[config.mk]
export PLATFORM = sky130hd
export DESIGN_NAME = serial_sub
export DESIGN_NICKNAME = d
export VERILOG_FILES = /design/src/rtl/serial_sub.sv
export SDC_FILE = /design/constraint.sdc
export NUM_CORES = 1
export LEC_CHECK = 0
export CAP_MARGIN = 20
export CELL_PAD_IN_SITES_DETAIL_PLACEMENT = 1
export CELL_PAD_IN_SITES_GLOBAL_PLACEMENT = 2
export CORE_ASPECT_RATIO = 0.9
export CORE_MARGIN = 4
export CORE_UTILIZATION = 36
export CTS_CLUSTER_DIAMETER = 150
export DETAILED_ROUTE_END_ITERATION = 8
export HOLD_SLACK_MARGIN = 0.02
export PLACE_DENSITY = 0.85
export SYNTH_ARGS = -nofsm -noshare
export SYNTH_HDL_FRONTEND = slang
export SYNTH_SLANG_ARGS = --single-unit
[constraint.sdc]
create_clock -name clk -period 2.8 [get_ports clk]
set_input_delay 0.28 -clock clk [delete_from_list [all_inputs] [get_ports clk]]
set_output_delay 0.28 -clock clk [all_outputs]
set_load 0.05 [all_outputs]
[src/rtl/serial_sub.sv]
// Bit-serial subtractor: computes a - b - c one bit per cycle, LSB first,
// and publishes diff/borrow/ovf together when the last bit is processed.
module serial_sub #(
  parameter int WIDTH  = 8,
  parameter bit SIGNED = 1'b0
) (
  input  logic             clk,
  input  logic             rst_n,
  input  logic             start,
  input  logic [WIDTH-1:0] a,
  input  logic [WIDTH-1:0] b,
  input  logic             c,
  output logic             busy,
  output logic             done,
  output logic [WIDTH-1:0] diff,
  output logic             borrow,
  output logic             ovf
);

  localparam int CW = $clog2(WIDTH + 1);

  typedef enum logic [1:0] {IDLE, RUN, DONE} state_t;

  state_t           state_q, state_d;
  logic [CW-1:0]    cnt_q, cnt_d;
  logic [WIDTH-1:0] a_q, a_d;
  logic [WIDTH-1:0] b_q, b_d;
  logic [WIDTH-1:0] acc_q, acc_d;
  logic             br_q, br_d;
  logic             a_msb_q, a_msb_d;
  logic             b_msb_q, b_msb_d;
  logic [WIDTH-1:0] diff_q, diff_d;
  logic             borrow_q, borrow_d;
  logic             ovf_q, ovf_d;

  logic ai, bi, d_bit, br_bit, last_bit;

  // Full-subtractor cell fed by the low bits of the shifting operands.
  assign ai       = a_q[0];
  assign bi       = b_q[0];
  assign d_bit    = ai ^ bi ^ br_q;
  assign br_bit   = (~ai & bi) | (~ai & br_q) | (bi & br_q);
  assign last_bit = (cnt_q == CW'(WIDTH - 1));

  always_comb begin
    state_d  = state_q;
    cnt_d    = cnt_q;
    a_d      = a_q;
    b_d      = b_q;
    acc_d    = acc_q;
    br_d     = br_q;
    a_msb_d  = a_msb_q;
    b_msb_d  = b_msb_q;
    diff_d   = diff_q;
    borrow_d = borrow_q;
    ovf_d    = ovf_q;
    case (state_q)
      IDLE, DONE: begin
        if (start) begin
          a_d     = a;
          b_d     = b;
          br_d    = c;
          cnt_d   = '0;
          acc_d   = '0;
          a_msb_d = a[WIDTH-1];
          b_msb_d = b[WIDTH-1];
          state_d = RUN;
        end
      end
      RUN: begin
        a_d          = a_q >> 1;
        b_d          = b_q >> 1;
        br_d         = br_bit;
        acc_d[cnt_q] = d_bit;
        cnt_d        = cnt_q + CW'(1);
        // Result registers change only on the final bit so partial sums stay hidden.
        if (last_bit) begin
          diff_d   = acc_d;
          borrow_d = br_bit;
          ovf_d    = SIGNED ? ((a_msb_q ^ b_msb_q) & (d_bit ^ a_msb_q)) : 1'b0;
          state_d  = DONE;
        end
      end
      default: state_d = IDLE;
    endcase
  end

  always_ff @(posedge clk or negedge rst_n) begin
    if (!rst_n) begin
      state_q  <= IDLE;
      cnt_q    <= '0;
      a_q      <= '0;
      b_q      <= '0;
      acc_q    <= '0;
      br_q     <= 1'b0;
      a_msb_q  <= 1'b0;
      b_msb_q  <= 1'b0;
      diff_q   <= '0;
      borrow_q <= 1'b0;
      ovf_q    <= 1'b0;
    end else begin
      state_q  <= state_d;
      cnt_q    <= cnt_d;
      a_q      <= a_d;
      b_q      <= b_d;
      acc_q    <= acc_d;
      br_q     <= br_d;
      a_msb_q  <= a_msb_d;
      b_msb_q  <= b_msb_d;
      diff_q   <= diff_d;
      borrow_q <= borrow_d;
      ovf_q    <= ovf_d;
    end
  end

  assign busy   = (state_q == RUN);
  assign done   = (state_q == DONE);
  assign diff   = diff_q;
  assign borrow = borrow_q;
  assign ovf    = ovf_q;

endmodule

Word-level counts from Yosys, hierarchy flattened:

Cells that the tools add are included.

* bits in registers: 40
* bits of input ports: 20
* output and inout port bits: 12
* logic and storage cells: 47

* add/subtract/negate cells: 1
* order comparisons: 2
* equality and inequality tests: 5
* mux-type cells: 16
* bitwise logic cells: 8
* reduce and logical (&&, ||, !) cells: 7

Operators by type and width (count)
* $pmux W8 S2: 3
* $mux W8: 3
* $bwmux W8: 1
* $pmux W4 S2: 1
* $reduce_and A2 Y1: 3
* $add A4 B1 Y4 const B: 1
* $eq A4 B3 Y1 const B: 1
* $ge A4 B1 Y1 const B: 1
* $lt A4 B4 Y1 const B: 1
* $mux W2: 2
* $mux W4: 1
* $pmux W2 S2: 1
* $and A1 B1 Y1: 3
* $demux W1 S3: 1
* $eq A2 B1 Y1 const B: 1
* $eq A2 B2 Y1 const B: 1
* $logic_not A2 Y1: 1
* $mux W1: 2
* $ne A2 B1 Y1 const B: 1
* $ne A2 B2 Y1 const B: 1
* $or A1 B1 Y1: 2
* $pmux W1 S2: 1
* $reduce_bool A2 Y1: 1
* $reduce_or A2 Y1: 1
* other kinds (3): 4

Logic depth before layout (Yosys ltp):

Gate-level depths: netlist of run 1.

* word-level depth: 6
* mapped depth: 5
* gate-level depth less buffers: 4

Worst setup path before layout of run 1:

No wires, ideal clock.

* path kind: register -> register
* start point: register state_q[1]
* end point: register diff_q[7], in the netlist diff[7]
* library setup time: 0.082 ns
* data arrival time: 1.489 ns
* data required time: 2.718 ns
* path slack: 1.229 ns
* stages on the path, launching flop included: 6
* path buffers: 1
* period minus slack after synthesis: 1.571 ns
* cell sequence: dfrtp_1 -> nand2b_1 -> inv_1 -> clkbuf_1 -> a21oi_1 -> a31oi_1

* cells in the longest elaborated chain, start to end: 2

Ends and longest elaborated chain
* start: declaration: RTL line 24 `state_t state_q, state_d;`
* start signal: assignment: RTL line 102 `state_q <= state_d;`
* $eq A2 B1 Y1
* named net busy: RTL line 13 `output logic busy,`
* $reduce_and A2 Y1 (no source line)
* end signal: assignment: RTL line 110 `diff_q <= diff_d;`
* end: declaration: RTL line 32 `logic [WIDTH-1:0] diff_q, diff_d;`

The timed path passes the listed nets, and every way through them passes these cells.
A chain may end at the register's enable or synchronous reset.

Worst setup path after layout of run 1:

* start point: register state_q[0]
* end point: output done

* cells in the longest elaborated chain, start to end: 1

Ends and longest elaborated chain
* $eq A2 B2 Y1: RTL line 117 `assign done = (state_q == DONE);`
* end: declaration: RTL line 14 `output logic done,`

Every way passes these cells.

==> results of run 1 <==
-- area by class of cell --
cell class | instances | area [sq um]
fill | 589 | 2914
sequential | 40 | 1001
multi-input combinational | 118 | 829.5
timing repair buffer | 32 | 320.3
clock buffer | 7 | 96.34
tap | 67 | 83.83
inverter | 11 | 41.29
-- metal layers --
layer / wire length (microns) / global-route usage (%) / vias up
met4: 40 / 3.797 / 0
met5: 0 / 0 / -
li1: - / - / 673
met1: 2069 / 19.68 / 668
met3: 179 / 3.358 / 5
met2: 1904 / 19.49 / 28
-- power by group through the flow --
stage                     Sequential, mW  Clock [mW]  Combinational [mW]
final                               1.05       0.421                1.47
after global routing                1.10       0.462                1.63
after CTS                           1.06       0.436                1.50
after detailed placement            1.07           0                1.50
after global placement              1.06           0                1.46
after floorplan                     1.20           0               0.969
-- registers in the layout (all words and copies together), names as in the netlist --
signal	cells
b_q	8
diff	8
state_q	2
a_q	8
br_q	1
borrow	1
acc_q	8
cnt_q	4
-- cell families after synthesis --
group           synth area share, %
simple gates                  16.85
mux                           11.25
fa+ha+maj                     2.288
flops                         50.86
other cells                  0.1905
compound gates                11.57
buf+inv                       6.992
-- cell usage in the layout (no fill, tap or decap) --
cell | Yosys | final
nand2b_1 | 4 | 4
buf_2 | 4 | 1
and3_1 | 1 | 1
a21o_1 | 1 | 1
buf_12 | 0 | 1
a22o_1 | 10 | 10
nor4_1 | 1 | 1
and3b_1 | 1 | 1
ha_1 | 2 | 2
a21oi_1 | 1 | 1
dfrtp_1 | 40 | 40
and2_4 | 1 | 1
clkbuf_8 | 0 | 7
and4bb_2 | 3 | 3
fa_1 | 1 | 1
clkdlybuf4s50_1 | 0 | 28
nand3_1 | 1 | 1
nand2_1 | 31 | 31
nor2b_1 | 2 | 2
o21ai_0 | 2 | 2
mux2_2 | 1 | 1
nor2_1 | 16 | 16
mux2_4 | 8 | 8
a31oi_1 | 16 | 16
conb_1 | 1 | 1
inv_1 | 11 | 11
mux2i_1 | 9 | 9
o2bb2ai_1 | 2 | 2
nor4b_2 | 3 | 3
buf_4 | 2 | 2
-- worst max-delay path by stage --
stage / startpoint / end / slack (ns) / cells past startpoint
final: state_q[0]$_DFFE_PN0P_ / done / 0.83 / 2
after global routing: state_q[0]$_DFFE_PN0P_ / done / 0.75 / 2
after CTS: state_q[0]$_DFFE_PN0P_ / done / 0.80 / 2
after detailed placement: start / acc_q[0]$_DFFE_PN0P_ / 0.96 / 4
after global placement: start / acc_q[3]$_DFFE_PN0P_ / 0.99 / 4
after floorplan: state_q[1]$_DFFE_PN0P_ / diff[7]$_DFFE_PN0P_ / 1.23 / 5
-- cells in the mapped netlist (3+ instances only) --
| cell type | n |
|---|---|
| buf_6 | 3 |
| buf_2 | 4 |
| mux2_4 | 8 |
| clkbuf_1 | 6 |
| a31oi_1 | 16 |
| and4bb_2 | 3 |
| nor2_1 | 16 |
| nor4b_2 | 3 |
| nand2_1 | 31 |
| a22o_1 | 10 |
| dfrtp_1 | 40 |
| mux2i_1 | 9 |
| nand2b_1 | 4 |
| inv_1 | 11 |
-- stage by stage --
| step | util, % | worst slack, ns | hold WS (ns) |
|---|---|---|---|
| 4_1_cts | 44.88 | 0.8002 | 0.1569 |
| 3_3_place_gp | 43.05 | 0.9872 | 0.4632 |
| 3_5_place_dp | 43.05 | 0.9615 | 0.4779 |
| 2_1_floorplan | - | 1.229 | -0.01559 |
| 5_1_grt | 44.88 | 0.7452 | 0.1972 |
| 6_report | 44.88 | 0.8268 | 0.1167 |
-- critical path: stages, from the launching register on --
cell,delay [ns]
dfrtp_1,0.41
nor2b_1,0.17
clkdlybuf4s50_1,0.83
==> flow_metrics.py, run 1 <==
metrics = {
    "global_routing": {
        "antenna_found_initial": 0,
        "grt_max_degree": 41,
        "grt_pass1_vias": 1417,
        "grt_first_pass_wirelength_microns": 7176,
        "groute.usage.overall_pct": 13.43,
        "overflow": 0,
    },
    "hold_path": {
        "hp-class": "input pin to asynchronous set/reset pin",
    },
    "run_status": {
        "outcome": "completed",
    },
    "finish": {
        "stdcell_area_sq_mm": 0.002372,
        "nets": 231,
        "area_growth_pct": 20.53,
        "diodes": 0,
        "fin_cells": 275,
        "layout-drive-gt1-share_pct": 12.98,
    },
    "setup_path": {
        "reg2reg_slack_ns": 1.04,
        "required_ns": 2.52,
        "critical_path_class": "flop to primary output",
        "path_max_fanout": 4,
        "r2r-end": "diff[0]$_DFFE_PN0P_",
        "rr_startpoint": "cnt_q[0]$_DFFE_PN0P_",
        "cp-end-kind": "primary output",
        "critPathLaunchType": "flop",
        "r2r_cells": 4,
        "worstPathArrival_ns": 1.69,
    },
    "power_and_ir_drop": {
        "powerDensity_mw_per_mm2": 1243,
        "power_frac_clock_pct": 14.3,
        "power.leakage_nw": 1.044,
        "seqPwrFrac_pct": 35.8,
        "netSwitchingFraction_pct": 42.37,
        "p_int_mw": 1.700,
        "total_power_mw": 2.949,
        "p_switching_mw": 1.250,
        "vdd_ir_drop_max_mv": 0.4756,
        "comb_power_share_pct": 50.0,
    },
    "run": {
        "max-cap-violations": 0,
    },
    "clocking": {
        "cts_resized": 0,
        "postCtsHoldBufs": 0,
        "cts-root-buf": "clkbuf_8",
        "cts_tree": "yes",
        "htree_levels": 2,
        "post_cts_buffers": 0,
        "clk_pin_slew_ns": 0.08,
        "insertion_delay_ns": 0.29,
        "cts_buffers": 5,
        "clockBufferDepth": 2,
        "cts_num_sinks": 40,
    },
    "placed_design": {
        "placed_cell_area_sq_mm": 0.002276,
        "place_congestion": 0.6897,
        "portBuffers": 30,
        "place_inst": 268,
        "detailed_place_hpwl_microns": 2736,
    },
    "synthesis": {
        "synth_nets": 208,
        "yosysTopAreaCellShare_pct": 50.86,
        "yosys_warnings": 0,
        "synthCells": 185,
        "ys_seq_elements": 40,
        "synthTopCellsByArea": "dfrtp_1, mux2_4, nand2_1, a31oi_1, mux2i_1",
        "yosysSeqAreaShare_pct": 50.86,
        "synth_cell_types": 30,
        "ys_async_sr_fraction_pct": 100.0,
        "avgSynthCellArea_sq_um": 10.64,
        "synthFlopType": "dfrtp_1",
        "yosysTopAreaCell": "dfrtp_1",
        "syn_area_sq_mm": 0.001968,
        "synth-edff-count": 0,
    },
    "die": {
        "die_h_microns": 78.15,
        "initial_utilization_pct": 37.23,
        "coreArea_sq_mm": 0.005286,
        "fp.dieW_microns": 85.94,
        "ios": 32,
        "dieArea_sq_mm": 0.006716,
        "fp-row-count": 25,
    },
    "sta": {
        "timing.setup.tns_ns": 0,
        "max_slew_margin_pct": 39.10,
        "setup_viol": 0,
        "final_max_slew_viol_count": 0,
        "finalHoldViolCount": 0,
        "tightest_slew_ns": 0.9135,
        "fin_skew_ns": 0.007143,
        "period_share_pct": 70.47,
        "fmaxAchievable_mhz": 506.8,
        "rsz0062_at_grt": "false",
        "period_needed_ns": 1.973,
    },
    "routing": {
        "first_pass_iters": 2,
        "antenna_left": 0,
        "avgViaCountPerCell": 4.996,
        "vias": 1374,
        "drt_wl_total_microns": 4194,
        "wl_per_cell_microns": 15.25,
        "drtIter0Drc": 58,
        "remaining_drc_errors": 0,
    },
}
Power figures use the tool's default switching activity.
==> run 2: changes to the inputs <==
--- a/config.mk
+++ b/config.mk
@@ -10,11 +10,11 @@
 export CELL_PAD_IN_SITES_GLOBAL_PLACEMENT = 2
 export CORE_ASPECT_RATIO = 0.9
 export CORE_MARGIN = 4
-export CORE_UTILIZATION = 36
+export CORE_UTILIZATION = 30
 export CTS_CLUSTER_DIAMETER = 150
 export DETAILED_ROUTE_END_ITERATION = 8
 export HOLD_SLACK_MARGIN = 0.02
-export PLACE_DENSITY = 0.85
+export PLACE_DENSITY = 0.76
 export SYNTH_ARGS = -nofsm -noshare
 export SYNTH_HDL_FRONTEND = slang
 export SYNTH_SLANG_ARGS = --single-unit
==> constraint.sdc (replaced) <==
create_clock -name clk -period 1.8 [get_ports clk]
set_input_delay 0.18 -clock clk [delete_from_list [all_inputs] [get_ports clk]]
set_output_delay 0.18 -clock clk [all_outputs]
set_load 0.05 [all_outputs]
==> run 2 against run 1 <==
Effect of this change: critical endpoint is now diff[7]; power increased by 59%; cell area increased by 3.1%; core utilization is 5.7 points lower; critical path depth fell by 1; wire length grew 6.9%; worst hold slack improved by 0.32 ns; critical path type unchanged; setup slack lost 0.69 ns; register-to-register slack lost 0.85 ns; largest cell class unchanged.
==> flow_metrics.py, run 2 (synthesis gave the netlist of run 1 again) <==
metrics = {
    "routing": {
        "antenna_left": 0,
        "vias": 1424,
        "wl_per_cell_microns": 14.80,
        "remaining_drc_errors": 0,
        "drt_wl_total_microns": 4484,
        "drtIter0Drc": 18,
        "first_pass_iters": 4,
        "avgViaCountPerCell": 4.700,
    },
    "finish": {
        "fin_util_pct": 39.14,
        "register_area_sq_mm": 0.001001,
        "diodes": 0,
        "fill_cells": 686,
        "layout-drive-gt1-share_pct": 15.74,
        "final_common_cell": "dfrtp_1",
        "multiInputGateArea_sq_um": 832.0,
        "nets": 238,
        "stdcell_area_sq_mm": 0.002446,
        "final_cell_mix": "dfrtp_1, nand2_1, clkdlybuf4s50_1",
        "area_growth_pct": 24.28,
    },
    "setup_path": {
        "required_ns": 1.62,
        "critical_path_class": "flop to primary output",
        "cp_slowest_cell": "clkdlybuf4s50_1",
        "r2r-end": "diff[0]$_DFFE_PN0P_",
        "worstPathArrival_ns": 1.48,
        "critPathLaunchType": "flop",
        "path_max_fanout": 2,
        "r2r_cells": 4,
        "cp-end-kind": "primary output",
        "critPathMaxStageDelay_ns": 0.81,
        "path_cells": "clkdlybuf4s50_1",
        "crit_family": "buffers and inverters",
        "cp_num_buf_inv": 1,
        "reg2reg_slack_ns": 0.19,
        "rr_startpoint": "a_q[0]$_DFFE_PN0P_",
    },
    "clocking": {
        "htree_levels": 2,
        "clockBufferDepth": 2,
        "cts_tree": "yes",
        "clk_pin_slew_ns": 0.08,
        "insertion_delay_ns": 0.30,
        "cts_buffers": 5,
        "cts-root-buf": "clkbuf_8",
        "cts_num_sinks": 40,
    },
    "global_routing": {
        "grt_first_pass_wirelength_microns": 7686,
        "grt_pass1_vias": 1538,
        "overflow": 0,
        "antenna_found_initial": 0,
        "grt_max_degree": 41,
        "groute.usage.overall_pct": 12.43,
    },
    "sta": {
        "timing.setup.tns_ns": 0,
        "tightest_slew_ns": 0.8369,
        "rsz0062_at_grt": "false",
        "final_max_slew_viol_count": 0,
        "finalHoldViolCount": 0,
        "period_share_pct": 92.13,
        "period_needed_ns": 1.658,
        "setup_viol": 0,
        "fin_skew_ns": 0.006233,
        "max_slew_margin_pct": 44.00,
        "whs_ns": 0.4320,
        "fmaxAchievable_mhz": 603.0,
    },
    "placed_design": {
        "detailed_place_hpwl_microns": 2972,
        "portBuffers": 30,
        "place_congestion": 0.7110,
        "placed_cell_area_sq_mm": 0.002344,
    },
    "die": {
        "fp-row-count": 27,
        "die_h_microns": 84.84,
        "coreArea_sq_mm": 0.006250,
        "ios": 32,
        "fp.dieW_microns": 93.38,
        "initial_utilization_pct": 31.49,
        "dieArea_sq_mm": 0.007922,
    },
    "power_and_ir_drop": {
        "vdd_ir_drop_max_mv": 0.4476,
        "p_switching_mw": 1.986,
        "netSwitchingFraction_pct": 42.42,
        "seqPwrFrac_pct": 33.6,
        "power.leakage_nw": 1.073,
        "comb_power_share_pct": 52.6,
        "p_int_mw": 2.695,
        "powerDensity_mw_per_mm2": 1914,
        "power_frac_clock_pct": 13.7,
    },
    "hold_path": {
        "min_to": "b_q[1]$_DFFE_PN0P_",
        "hold_depth": 3,
        "hp-class": "input pin to flop",
        "min-delay-start": "b[1]",
    },
    "run_status": {
        "outcome": "completed",
    },
    "run": {
        "max-cap-violations": 0,
    },
}
## run 2: how the worst max path moves through the flow
stage | start | end | slack (ns) | depth (start not counted)
6_report | diff[7]$_DFFE_PN0P_ | diff[7] | 0.14 | 1
5_1_grt | a_q[0]$_DFFE_PN0P_ | diff[0]$_DFFE_PN0P_ | 0.09 | 4
3_5_place_dp | start | acc_q[4]$_DFFE_PN0P_ | 0.009 | 4
4_1_cts | a_q[0]$_DFFE_PN0P_ | diff[2]$_DFFE_PN0P_ | 0.08 | 4
3_3_place_gp | start | acc_q[2]$_DFFE_PN0P_ | 0.04 | 4
2_1_floorplan | state_q[1]$_DFFE_PN0P_ | diff[7]$_DFFE_PN0P_ | 0.23 | 5
## run 2: repair_timing
action / CTS / global route
setup buffers: 0 / 0
hold buffers: 1 / 0
resized for setup: 0 / 1
endpoints found under the hold margin: 40 / 0
setup endpoints to repair: 0 / 6
## run 2: cell type report
cell class | count | area share [%]
Clock buffer | 8 | 3.683
Inverter | 11 | 1.688
Multi-Input combinational cell | 118 | 34.02
Sequential cell | 40 | 40.92
Tap cell | 87 | 4.450
Timing Repair Buffer | 39 | 15.24
## run 2: per-stage QoR
stage	power [mW]	cells	setup WS, ns
2_1_floorplan	3.374	185	0.2292
3_3_place_gp	4.003	294	0.03630
3_5_place_dp	4.090	294	0.008857
4_1_cts	4.744	303	0.08235
5_1_grt	5.079	303	0.08788
6_report	4.681	303	0.1417
## run 2: power groups by stage
stage | combinational (mW) | clock [mW] | sequential, mW
2_1_floorplan | 1.51 | 0 | 1.87
3_3_place_gp | 2.42 | 0 | 1.58
3_5_place_dp | 2.50 | 0 | 1.59
4_1_cts | 2.49 | 0.668 | 1.58
5_1_grt | 2.74 | 0.705 | 1.64
6_report | 2.46 | 0.642 | 1.57
## run 2: layer usage
metal  share of wire [%]  global-route usage, %
met5                   0                      0
met4                 1.7                  4.794
met3                 5.3                  3.812
met1                  47                  17.17
met2                  46                  18.18
